## config.mk

```make
export PLATFORM = sky130hd
export DESIGN_NAME = prach_reshape_nch
export DESIGN_NICKNAME = d
export VERILOG_FILES = /design/src/rtl/prach_reshape_pkg.sv /design/src/rtl/prach_delay.sv /design/src/rtl/prach_reshape_rot.sv /design/src/rtl/prach_reshape_nch.sv
export SDC_FILE = /design/constraint.sdc
export NUM_CORES = 1
export LEC_CHECK = 0
export ABC_AREA = 0
export CORE_UTILIZATION = 60
export CTS_CLUSTER_SIZE = 16
export DETAILED_ROUTE_END_ITERATION = 10
export DONT_BUFFER_PORTS = 1
export PLACE_DENSITY = 0.76
export SLEW_MARGIN = 15
export SYNTH_ARGS = -nofsm -noshare
export SYNTH_HDL_FRONTEND = slang
export SYNTH_SLANG_ARGS = --single-unit
```

## constraint.sdc

```tcl
create_clock -name clk -period 6.45 [get_ports clk]
set_input_delay 0.645 -clock clk [delete_from_list [all_inputs] [get_ports clk]]
set_output_delay 0.645 -clock clk [all_outputs]
set_load 0.1 [all_outputs]
```

## src/rtl/prach_reshape_pkg.sv

```systemverilog
// Shared types and sizing helpers for the PRACH N-lane corner turn.
// Used by prach_reshape_nch and its sub-modules.
package prach_reshape_pkg;

    typedef enum logic {
        IDLE = 1'b0,
        RUN  = 1'b1
    } state_e;

    function automatic int blk_w(input int lanes);
        return (lanes <= 2) ? 1 : $clog2(lanes);
    endfunction

    function automatic int idx_w(input int size);
        return $clog2(size) + 1;
    endfunction

    function automatic int lat(input int lanes, input int size);
        return (lanes - 1) * size + 1;
    endfunction

endpackage

```

## src/rtl/prach_delay.sv

```systemverilog
// Plain shift-register delay line; DELAY=0 degenerates to a wire.
// Contents are deliberately not reset.
module prach_delay #(
    parameter int WIDTH = 16,
    parameter int DELAY = 1
) (
    input  logic             clk,
    input  logic [WIDTH-1:0] i_data,
    output logic [WIDTH-1:0] o_data
);

    generate
        if (DELAY == 0) begin : g_wire
            logic w_unused_clk;
            assign w_unused_clk = clk;
            assign o_data       = i_data;
        end else begin : g_sr
            logic [WIDTH-1:0] r_sr [DELAY];
            always_ff @(posedge clk) begin
                r_sr[0] <= i_data;
                for (int i = 1; i < DELAY; i++)
                    r_sr[i] <= r_sr[i-1];
            end
            assign o_data = r_sr[DELAY-1];
        end
    endgenerate

endmodule

```

## src/rtl/prach_reshape_rot.sv

```systemverilog
// Combinational lane rotator: out[l] = in[(amt - l) mod LANES],
// or out[l] = in[l] where the per-lane identity bit is set.
module prach_reshape_rot #(
    parameter int LANES = 2,
    parameter int WIDTH = 16,
    parameter int AW    = 1
) (
    input  logic [LANES*WIDTH-1:0] i_data,
    input  logic [AW-1:0]          i_amt,
    input  logic [LANES-1:0]       i_ident,
    output logic [LANES*WIDTH-1:0] o_data
);

    always_comb begin
        o_data = '0;
        for (int l = 0; l < LANES; l++) begin
            for (int s = 0; s < LANES; s++) begin
                if (i_ident[l] ? (s == l)
                               : (int'(i_amt) == (s + l) % LANES))
                    o_data[l*WIDTH +: WIDTH] = i_data[s*WIDTH +: WIDTH];
            end
        end
    end

endmodule

```

## src/rtl/prach_reshape_nch.sv

```systemverilog
// N-lane PRACH block transpose with run-time bypass and gap detection.
// Status counters are added when PRACH_RESHAPE_STATUS_EN is defined.
module prach_reshape_nch
    import prach_reshape_pkg::*;
#(
    parameter int LANES = 2,
    parameter int SIZE  = 8,
    parameter int WIDTH = 16
) (
    input  logic                      clk,
    input  logic                      rst,
    input  logic [LANES*WIDTH-1:0]    din,
    input  logic                      din_dv,
    input  logic                      sync_in,
    input  logic                      cfg_bypass,
    output logic [LANES*WIDTH-1:0]    dout,
    output logic                      dout_dv,
    output logic [blk_w(LANES)-1:0]   dout_blk,
    output logic [idx_w(SIZE)-1:0]    dout_idx,
    output logic                      sync_out,
    output logic                      err_gap
`ifdef PRACH_RESHAPE_STATUS_EN
    ,
    output logic [15:0]               sts_frames,
    output logic [15:0]               sts_gaps
`endif
);

    localparam int BW  = blk_w(LANES);
    localparam int IW  = idx_w(SIZE);
    localparam int LAT = lat(LANES, SIZE);
    localparam int CW  = 2 + BW + IW;
    localparam logic [BW-1:0] BLK_LAST = BW'(LANES - 1);
    localparam logic [IW-1:0] IDX_LAST = IW'(SIZE - 1);

    state_e            r_state;
    logic [BW-1:0]     r_blk;
    logic [IW-1:0]     r_idx;
    logic              r_err;
    logic [BW-1:0]     r_ph_blk;
    logic [IW-1:0]     r_ph_idx;
    logic              r_byp_cur;
    logic              r_byp_prev;
    logic [CW-1:0]     r_cpipe [LAT];
    logic [LANES*WIDTH-1:0] r_dout;

    logic              w_start;
    logic              w_cur_fin;
    logic [BW-1:0]     w_cur_blk, w_nxt_blk;
    logic [IW-1:0]     w_cur_idx, w_nxt_idx;
    logic [BW-1:0]     w_ph_blk, w_ph_nblk;
    logic [IW-1:0]     w_ph_idx, w_ph_nidx;
    logic              w_bnd;
    logic              w_byp_new, w_byp_old;
    logic [LANES-1:0]  w_ident;
    logic [BW-1:0]     w_ctl_blk;
    logic [IW-1:0]     w_ctl_idx;
    logic              w_frame_done;
    logic [LANES*WIDTH-1:0] w_pre, w_rot, w_post;

    always_comb begin
        w_start   = din_dv && (sync_in || r_state == IDLE);
        w_cur_blk = w_start ? '0 : r_blk;
        w_cur_idx = w_start ? '0 : r_idx;
        w_cur_fin = (w_cur_blk == BLK_LAST) && (w_cur_idx == IDX_LAST);
        w_nxt_idx = (w_cur_idx == IDX_LAST) ? '0 : w_cur_idx + IW'(1);
        w_nxt_blk = w_cur_blk;
        if (w_cur_idx == IDX_LAST)
            w_nxt_blk = (w_cur_blk == BLK_LAST) ? '0 : w_cur_blk + BW'(1);
        w_ctl_blk = din_dv ? w_cur_blk : '0;
        w_ctl_idx = din_dv ? w_cur_idx : '0;
    end

    // Free-running burst phase: keeps the tail of a frame rotating after
    // the input counters have returned to IDLE.
    always_comb begin
        w_ph_blk  = w_start ? '0 : r_ph_blk;
        w_ph_idx  = w_start ? '0 : r_ph_idx;
        w_bnd     = (w_ph_blk == '0) && (w_ph_idx == '0);
        w_ph_nidx = (w_ph_idx == IDX_LAST) ? '0 : w_ph_idx + IW'(1);
        w_ph_nblk = w_ph_blk;
        if (w_ph_idx == IDX_LAST)
            w_ph_nblk = (w_ph_blk == BLK_LAST) ? '0 : w_ph_blk + BW'(1);
        w_byp_new = w_start ? cfg_bypass : r_byp_cur;
        w_byp_old = w_bnd ? r_byp_cur : r_byp_prev;
        // Lanes above the phase still belong to the previous frame.
        for (int l = 0; l < LANES; l++)
            w_ident[l] = (BW'(l) <= w_ph_blk) ? w_byp_new : w_byp_old;
    end

    always_ff @(posedge clk or posedge rst) begin
        if (rst) begin
            r_state <= IDLE;
            r_blk   <= '0;
            r_idx   <= '0;
            r_err   <= 1'b0;
        end else begin
            r_err <= 1'b0;
            unique case (r_state)
                IDLE: begin
                    if (din_dv) begin
                        r_state <= w_cur_fin ? IDLE : RUN;
                        r_blk   <= w_nxt_blk;
                        r_idx   <= w_nxt_idx;
                    end
                end
                RUN: begin
                    if (!din_dv) begin
                        r_state <= IDLE;
                        r_blk   <= '0;
                        r_idx   <= '0;
                        r_err   <= 1'b1;
                    end else if (w_cur_fin) begin
                        r_state <= IDLE;
                        r_blk   <= '0;
                        r_idx   <= '0;
                    end else begin
                        r_blk   <= w_nxt_blk;
                        r_idx   <= w_nxt_idx;
                    end
                end
                default: r_state <= IDLE;
            endcase
        end
    end

    always_ff @(posedge clk or posedge rst) begin
        if (rst) begin
            r_ph_blk   <= '0;
            r_ph_idx   <= '0;
            r_byp_cur  <= 1'b0;
            r_byp_prev <= 1'b0;
        end else begin
            r_ph_blk   <= w_ph_nblk;
            r_ph_idx   <= w_ph_nidx;
            r_byp_cur  <= w_byp_new;
            r_byp_prev <= w_byp_old;
        end
    end

    always_ff @(posedge clk or posedge rst) begin
        if (rst) begin
            for (int i = 0; i < LAT; i++)
                r_cpipe[i] <= '0;
        end else begin
            r_cpipe[0] <= {din_dv, w_start, w_ctl_blk, w_ctl_idx};
            for (int i = 1; i < LAT; i++)
                r_cpipe[i] <= r_cpipe[i-1];
        end
    end

    assign {dout_dv, sync_out, dout_blk, dout_idx} = r_cpipe[LAT-1];
    assign err_gap = r_err;

    generate
        for (genvar g = 0; g < LANES; g++) begin : g_lane
            prach_delay #(
                .WIDTH (WIDTH),
                .DELAY (g * SIZE)
            ) u_pre (
                .clk    (clk),
                .i_data (din[g*WIDTH +: WIDTH]),
                .o_data (w_pre[g*WIDTH +: WIDTH])
            );
            prach_delay #(
                .WIDTH (WIDTH),
                .DELAY ((LANES - 1 - g) * SIZE)
            ) u_post (
                .clk    (clk),
                .i_data (w_rot[g*WIDTH +: WIDTH]),
                .o_data (w_post[g*WIDTH +: WIDTH])
            );
        end
    endgenerate

    prach_reshape_rot #(
        .LANES (LANES),
        .WIDTH (WIDTH),
        .AW    (BW)
    ) u_rot (
        .i_data  (w_pre),
        .i_amt   (w_ph_blk),
        .i_ident (w_ident),
        .o_data  (w_rot)
    );

    always_ff @(posedge clk)
        r_dout <= w_post;

    assign dout = r_dout;

    assign w_frame_done = dout_dv && (dout_blk == BLK_LAST)
                          && (dout_idx == IDX_LAST);

`ifdef PRACH_RESHAPE_STATUS_EN
    logic [15:0] r_frames;
    logic [15:0] r_gaps;

    always_ff @(posedge clk or posedge rst) begin
        if (rst) begin
            r_frames <= '0;
            r_gaps   <= '0;
        end else begin
            if (w_frame_done)
                r_frames <= r_frames + 16'd1;
            if (r_err && r_gaps != 16'hFFFF)
                r_gaps <= r_gaps + 16'd1;
        end
    end

    assign sts_frames = r_frames;
    assign sts_gaps   = r_gaps;
`else
    logic w_unused_done;
    assign w_unused_done = w_frame_done;
`endif

endmodule

```

==> results.txt, run 1 <==
Clock network power share: 40.4%
Cell Rows: 42
Starting DRT DRC Count: 207
Commonest non-fill, non-tap cell in the layout: dfxtp_1
Clock transition at path regs: 0.06 ns
Worst-Margin Slew: 1.014 ns
Final TNS setup: 0 ns
Total grt overflow: 0
Syn nets: 499
Pleak: 4.231 nW
Max_cap viols: 0
DR DRC count: 0
Die W: 120.6 µm
Antenna violations before repair: 0
Fmax: 460.1 MHz
RR Startpoint: r_state
Sequential area share after synthesis: 90.92%
CTS root buffer: clkbuf_16
Most frequent cells in the layout: dfxtp_1, dfrtp_1, clkbuf_16
Syn avg cell area: 18.37 µm²
Hpwl dp: 5.206 mm
Routed vias: 3088
Int Power: 3.439 mW
Gr usage total: 13.61%
NumNets Final: 526
Worst-path fanout max: 1
Initial Util: 62.69%
N_diodes: 0
Status: finished, final reports clean
First-pass GRT wire length: 15.03 mm
Core area: 13450 µm²
Routability congestion estimate: 0.7666
PD cells: 453.6 nW/µm²
Worst VDD drop: 0.0002662 V
Final Setup Violations: 0
Layout area overhead: 14.14%
Ys Warns: 0
TritonCTS clock tree: done
Vias in the first global route: 3076
CP endpoint kind: primary output
Synth cell types: 27
CTS Buf Count: 31
FF+latch count, synth: 364
Largest net degree at the start of global routing: 70
Clock buffer depth: 3
Worst hold path startpoint: din[29]
Final ANT Viol Nets: 0
Buffers on Ports: 0
Vias per inst: 4.501
Crit path arrival time: 1.53 ns
Setup CP Type: flop to primary output
Sink Count: 364
Die height: 120.6 µm
Clk Latency, worst-skew pair: 0.54 ns
Final Skew: 0.006962 ns
Comb pwr share: 1.3%
Rel. slew slack: 32.30%
Final hold vios: 0
Startpoint Class: flop
Die ar.: 14530 µm²
Min-Delay Path Class: input port to flop
Total power: 4.366 mW
P_sw: 0.9267 mW
DR pass1 iterations: 4
Top Ports: 77
Slew Limit Fails: 0
Tmin final: 2.173 ns
Layout cells sized above 1: 16.86%
Setup crit start: dout[25]
Sw Ratio: 21.22%
Reg power frac: 58.3%
Final Cycle Share: 33.69%
Post-CTS sizing: 0
RSZ-0062 raised after global routing: false
H-tree levels: 1
Cell area after synthesis: 8433 µm²
Post-Route WL: 9.406 mm
Worst EP required: 5.80 ns
Synth Instances: 459
Drt wl/cell: 13.71 µm
Fillers: 839
cell usage after synthesis:
master      n  area share (%)
mux2_2     29             3.9
inv_1       5            0.22
xnor2_1     2            0.21
nand2_1     9            0.40
nor3b_1     1           0.089
nand3b_1    1           0.089
buf_6       3            0.40
a21oi_4     1            0.19
o32ai_1     1            0.10
o21ai_0     5            0.30
and2_1      3            0.22
mux2i_1     1            0.12
dfxtp_1   288              68
clkbuf_1    1           0.044
mux2_1      4            0.53
nand3_1     3            0.18
ha_1        3            0.45
nor3_1      3            0.18
xor2_1      2            0.21
buf_4       4            0.36
a31oi_1     1           0.074
dfrtp_1    76              23
nand2b_2    1            0.10
and3_1      3            0.22
nand2b_1    1           0.074
nor2_1      5            0.22
nor2b_1     3            0.22
logic make-up (layout without fill, tap and decap cells):
kind of cell,Yosys count,after routing,synth area share [%]
buf+inv,13,64,1.024
xor+xnor,4,4,0.4155
simple gates,33,33,2.003
flops,364,364,90.92
compound gates,8,8,0.6677
fa+ha+maj,3,3,0.4452
mux,34,34,4.525
layout make-up:
cell class | count | area (µm²) | area share (%)
sequential | 364 | 7667 | 79.66
inverter | 5 | 18.77 | 0.1950
timing repair buffer | 2 | 17.52 | 0.1820
multi-input combinational | 82 | 679.4 | 7.058
clock inverter | 12 | 71.32 | 0.7409
tap | 176 | 220.2 | 2.288
clock buffer | 45 | 950.9 | 9.879
registers in the layout, indices dropped and copies added, names as in the netlist, 4 cells and up:
| register | cells |
|---|---|
| dout | 32 |
| dout_idx | 4 |
| g_lane.u_post.g_sr.r_sr | 128 |
| g_lane.u_pre.g_sr.r_sr | 128 |
| r_cpipe | 56 |
| r_idx | 4 |
| r_ph_idx | 4 |
power groups by stage:
stage / clock network (mW) / logic, mW / registers, mW
floorplan: 0 / 0.0479 / 2.58
global placement: 0 / 0.0477 / 2.59
global route: 1.92 / 0.0616 / 2.56
CTS: 1.82 / 0.0550 / 2.55
finish: 1.77 / 0.0548 / 2.55
detailed placement: 0 / 0.0534 / 2.59
stage by stage:
stage / hold slack (ns) / instances / worst slack, ns / util (%) / area (µm²)
2_1_floorplan: 0.3096 / 459 / 3.867 / - / 8433
3_5_place_dp: 0.3121 / 628 / 4.241 / 63.88 / 8593
4_1_cts: 0.1048 / 686 / 4.251 / 71.55 / 9625
5_1_grt: 0.09938 / 686 / 4.244 / 71.55 / 9625
3_3_place_gp: 0.3097 / 628 / 4.300 / 63.88 / 8593
6_report: 0.1285 / 686 / 4.277 / 71.55 / 9625
per-layer routing:
layer / GRT usage (%) / up-vias / share of wire [%]
met1: 15.43 / 1430 / 40
met4: 7.330 / 0 / 3.5
li1: - / 1519 / -
met5: 0 / - / 0
met2: 23.10 / 109 / 49
met3: 4.104 / 30 / 6.9
path summary, 6_finish.rpt:
path / cells past startpoint / to / slack [ns]
min in group asynchronous: 2 / dout_idx[1] / 0.45
max: 0 / dout[25] / 4.28
max reg2reg: 8 / r_idx[2] / 4.40
min reg2reg: 0 / g_lane[0].u_post.g_sr.r_sr[2][7] / 0.32
max in group asynchronous: 3 / r_byp_cur / 4.96
min: 0 / g_lane[1].u_pre.g_sr.r_sr[0][13] / 0.13
timing repair:
item	in CTS	in global routing
endpoints found under the setup margin	0	0
setup buffers	0	0
hold buffers	1	0
hold endpoints to repair	7	0
(Power assumes the default switching activity.)
==> run 2, diff against run 1 <==
--- a/config.mk
+++ b/config.mk
@@ -6,11 +6,11 @@
 export NUM_CORES = 1
 export LEC_CHECK = 0
 export ABC_AREA = 0
-export CORE_UTILIZATION = 60
+export CORE_UTILIZATION = 59
 export CTS_CLUSTER_SIZE = 16
 export DETAILED_ROUTE_END_ITERATION = 10
 export DONT_BUFFER_PORTS = 1
-export PLACE_DENSITY = 0.76
+export PLACE_DENSITY = 0.75
 export SLEW_MARGIN = 15
 export SYNTH_ARGS = -nofsm -noshare
 export SYNTH_HDL_FRONTEND = slang
==> constraint.sdc (replaced) <==
create_clock -name clk -period 2.2 [get_ports clk]
set_input_delay 0.22 -clock clk [delete_from_list [all_inputs] [get_ports clk]]
set_output_delay 0.22 -clock clk [all_outputs]
set_load 0.1 [all_outputs]
==> run 2 against run 1 <==
Effect of this change: critical path depth up 8; first-iteration DRC count fell by 14%; combinational power rose to 11 times the previous value; utilization increased by 2.7 points; die area increased by 1.7%; hold slack better by 0.14 ns; flip-flop and latch count unchanged; routed wire length is 15% higher; global-route usage increased by 1.9 points; setup slack lost 4.1 ns; largest power group unchanged.
==> results.txt, run 2 (same netlist as run 1, synthesis figures left out) <==
Core area: 13930 µm²
Final hold vios: 0
Final Setup Violations: 0
Die ar.: 14780 µm²
DR DRC count: 0
CTS Buf Count: 34
Hold path depth: 1
Buffers on Ports: 0
Die W: 121.6 µm
Max_cap viols: 0
TritonCTS clock tree: done
Most frequent cells in the layout: dfxtp_1, dfrtp_1, clkbuf_16, dlygate4sd3_1, buf_4
Starting DRT DRC Count: 178
Rel. slew slack: 41.12%
Fmax: 485.3 MHz
CP Cell Sequence: nand2b_2 -> nand2_1 -> inv_1 -> nor3_1 -> ha_1 -> nor3b_2 -> nand2_1 -> o32ai_1
Largest regs: g_lane.u_post.g_sr.r_sr: 128 flops, g_lane.u_pre.g_sr.r_sr: 128 flops, r_cpipe: 56 flops
RSZ-0062 raised after global routing: false
Cell Rows: 43
Hpwl dp: 5.525 mm
Layout area overhead: 22.61%
Setup CP Type: flop to flop
Routability congestion estimate: 0.7474
Clock buffer depth: 3
Register-to-Register Setup Slack: 0.14 ns
PD cells: 1294 nW/µm²
CP endpoint kind: flop
Hold Path Sink: g_lane[1].u_pre.g_sr.r_sr[0][14]
Startpoint Class: flop
Routed vias: 3409
Min-Delay Path Class: input port to flop
NumNets Final: 597
Initial Util: 60.52%
Critical path's slowest cell: dfrtp_1
Worst-path fanout max: 9
Post-route cell area: 10340 µm²
Worst r2r path cells: 8
Sink Count: 364
Commonest non-fill, non-tap cell in the layout: dfxtp_1
Crit path arrival time: 2.41 ns
Final Skew: 0.01591 ns
RR Startpoint: r_state
R2r endpoint: r_idx[2]
Most used cell, CP: nand2_1
Slew Limit Fails: 0
Total grt overflow: 0
Clock transition at path regs: 0.06 ns
CP max stage delay: 0.47 ns
Pleak: 4.581 nW
Drt wl/cell: 14.24 µm
Antenna violations before repair: 1
Status: finished, final reports clean
Worst hold path startpoint: din[30]
Largest net degree at the start of global routing: 45
Gr usage total: 15.48%
CTS root buffer: clkbuf_16
Worst EP required: 2.55 ns
Vias in the first global route: 3535
Final TNS setup: 0 ns
Worst Path Buf+Inv: 1
Top Ports: 77
Die height: 121.6 µm
Worst-Margin Slew: 0.8838 ns
Final Cycle Share: 93.66%
Layout cells sized above 1: 20.31%
Vias per inst: 4.474
Placement Cell Area: 8859 µm²
Family with the most delay on the worst path: simple AND/OR/NAND/NOR gates
First-pass GRT wire length: 16.95 mm
Post-Route WL: 10.85 mm
Clk Latency, worst-skew pair: 0.50 ns
H-tree levels: 2
DR pass1 iterations: 4
Worst VDD drop: 0.0009782 V
Tmin final: 2.061 ns
Final ANT Viol Nets: 0
run 2: cell types whose count changed in the layout (fill, tap and decap cells not counted), moves of 3 or more:
cell,change
clkbuf_1,+5
buf_4,+32
dlygate4sd3_1,+35
clkinv_2,-5
clkbuf_16,+3
run 2: final cells by class:
type	instances	area, µm²
sequential	364	7667
fill	799	3595
clock buffer	53	1045
multi-input combinational	82	684.4
timing repair buffer	70	628.1
tap	180	225.2
clock inverter	7	68.82
inverter	5	18.77
antenna	1	2.502
run 2: worst max-delay path by stage:
stage | from | endpoint | slack, ns | cells past startpoint
2_1_floorplan | rst | dout_blk | 0.04 | 1
3_3_place_gp | r_state | r_idx[3] | 0.47 | 8
3_5_place_dp | r_state | r_idx[2] | 0.21 | 8
4_1_cts | r_state | r_idx[2] | 0.16 | 8
5_1_grt | r_state | r_idx[2] | 0.01 | 8
6_report | r_state | r_idx[2] | 0.14 | 8
run 2: through the flow:
stage	setup WS [ns]	util (%)	cells	power [mW]	hold WS, ns
3_3_place_gp	0.4709	63.57	665	7.787	0.2066
2_1_floorplan	0.04167	-	459	7.693	0.2477
4_1_cts	0.1614	74.15	761	13.54	0.2453
6_report	0.1395	74.20	762	13.38	0.2679
3_5_place_dp	0.2086	63.57	665	7.833	0.2357
5_1_grt	0.01131	74.20	762	13.89	0.2516
run 2: metal layers:
| metal | routed length, µm | global-route usage, % | part of all wire, % | vias up |
|---|---|---|---|---|
| li1 | - | - | - | 1654 |
| met1 | 3963 | 15.55 | 37 | 1604 |
| met2 | 5796 | 26.99 | 53 | 113 |
| met3 | 658 | 5.431 | 6.1 | 38 |
| met4 | 436 | 10.34 | 4.0 | 0 |
| met5 | 0 | 0 | 0 | - |
run 2: power breakdown:
| group | total (mW) | internal (mW) | switching, mW |
|---|---|---|---|
| registers | 7.15 | 7.01 | 0.145 |
| clock network | 5.62 | 3.39 | 2.23 |
| logic | 0.606 | 0.170 | 0.436 |
| total | 13.4 | 10.6 | 2.81 |
run 2: worst register-to-register path, delay by kind of cell (launching register included):
family | cells | cell delay [ns]
and+or+nand+nor | 5 | 0.81
adders and majority gates | 1 | 0.22
buffers and inverters | 1 | 0.20
AOI/OAI and AO/OA | 1 | 0.22
DFF | 1 | 0.47
run 2: timing repair:
item	4_1_cts	5_1_grt
buffers inserted	0	0
resized for setup	0	1
setup endpoints to repair	0	3
hold buffers	36	0
hold endpoints to repair	95	0
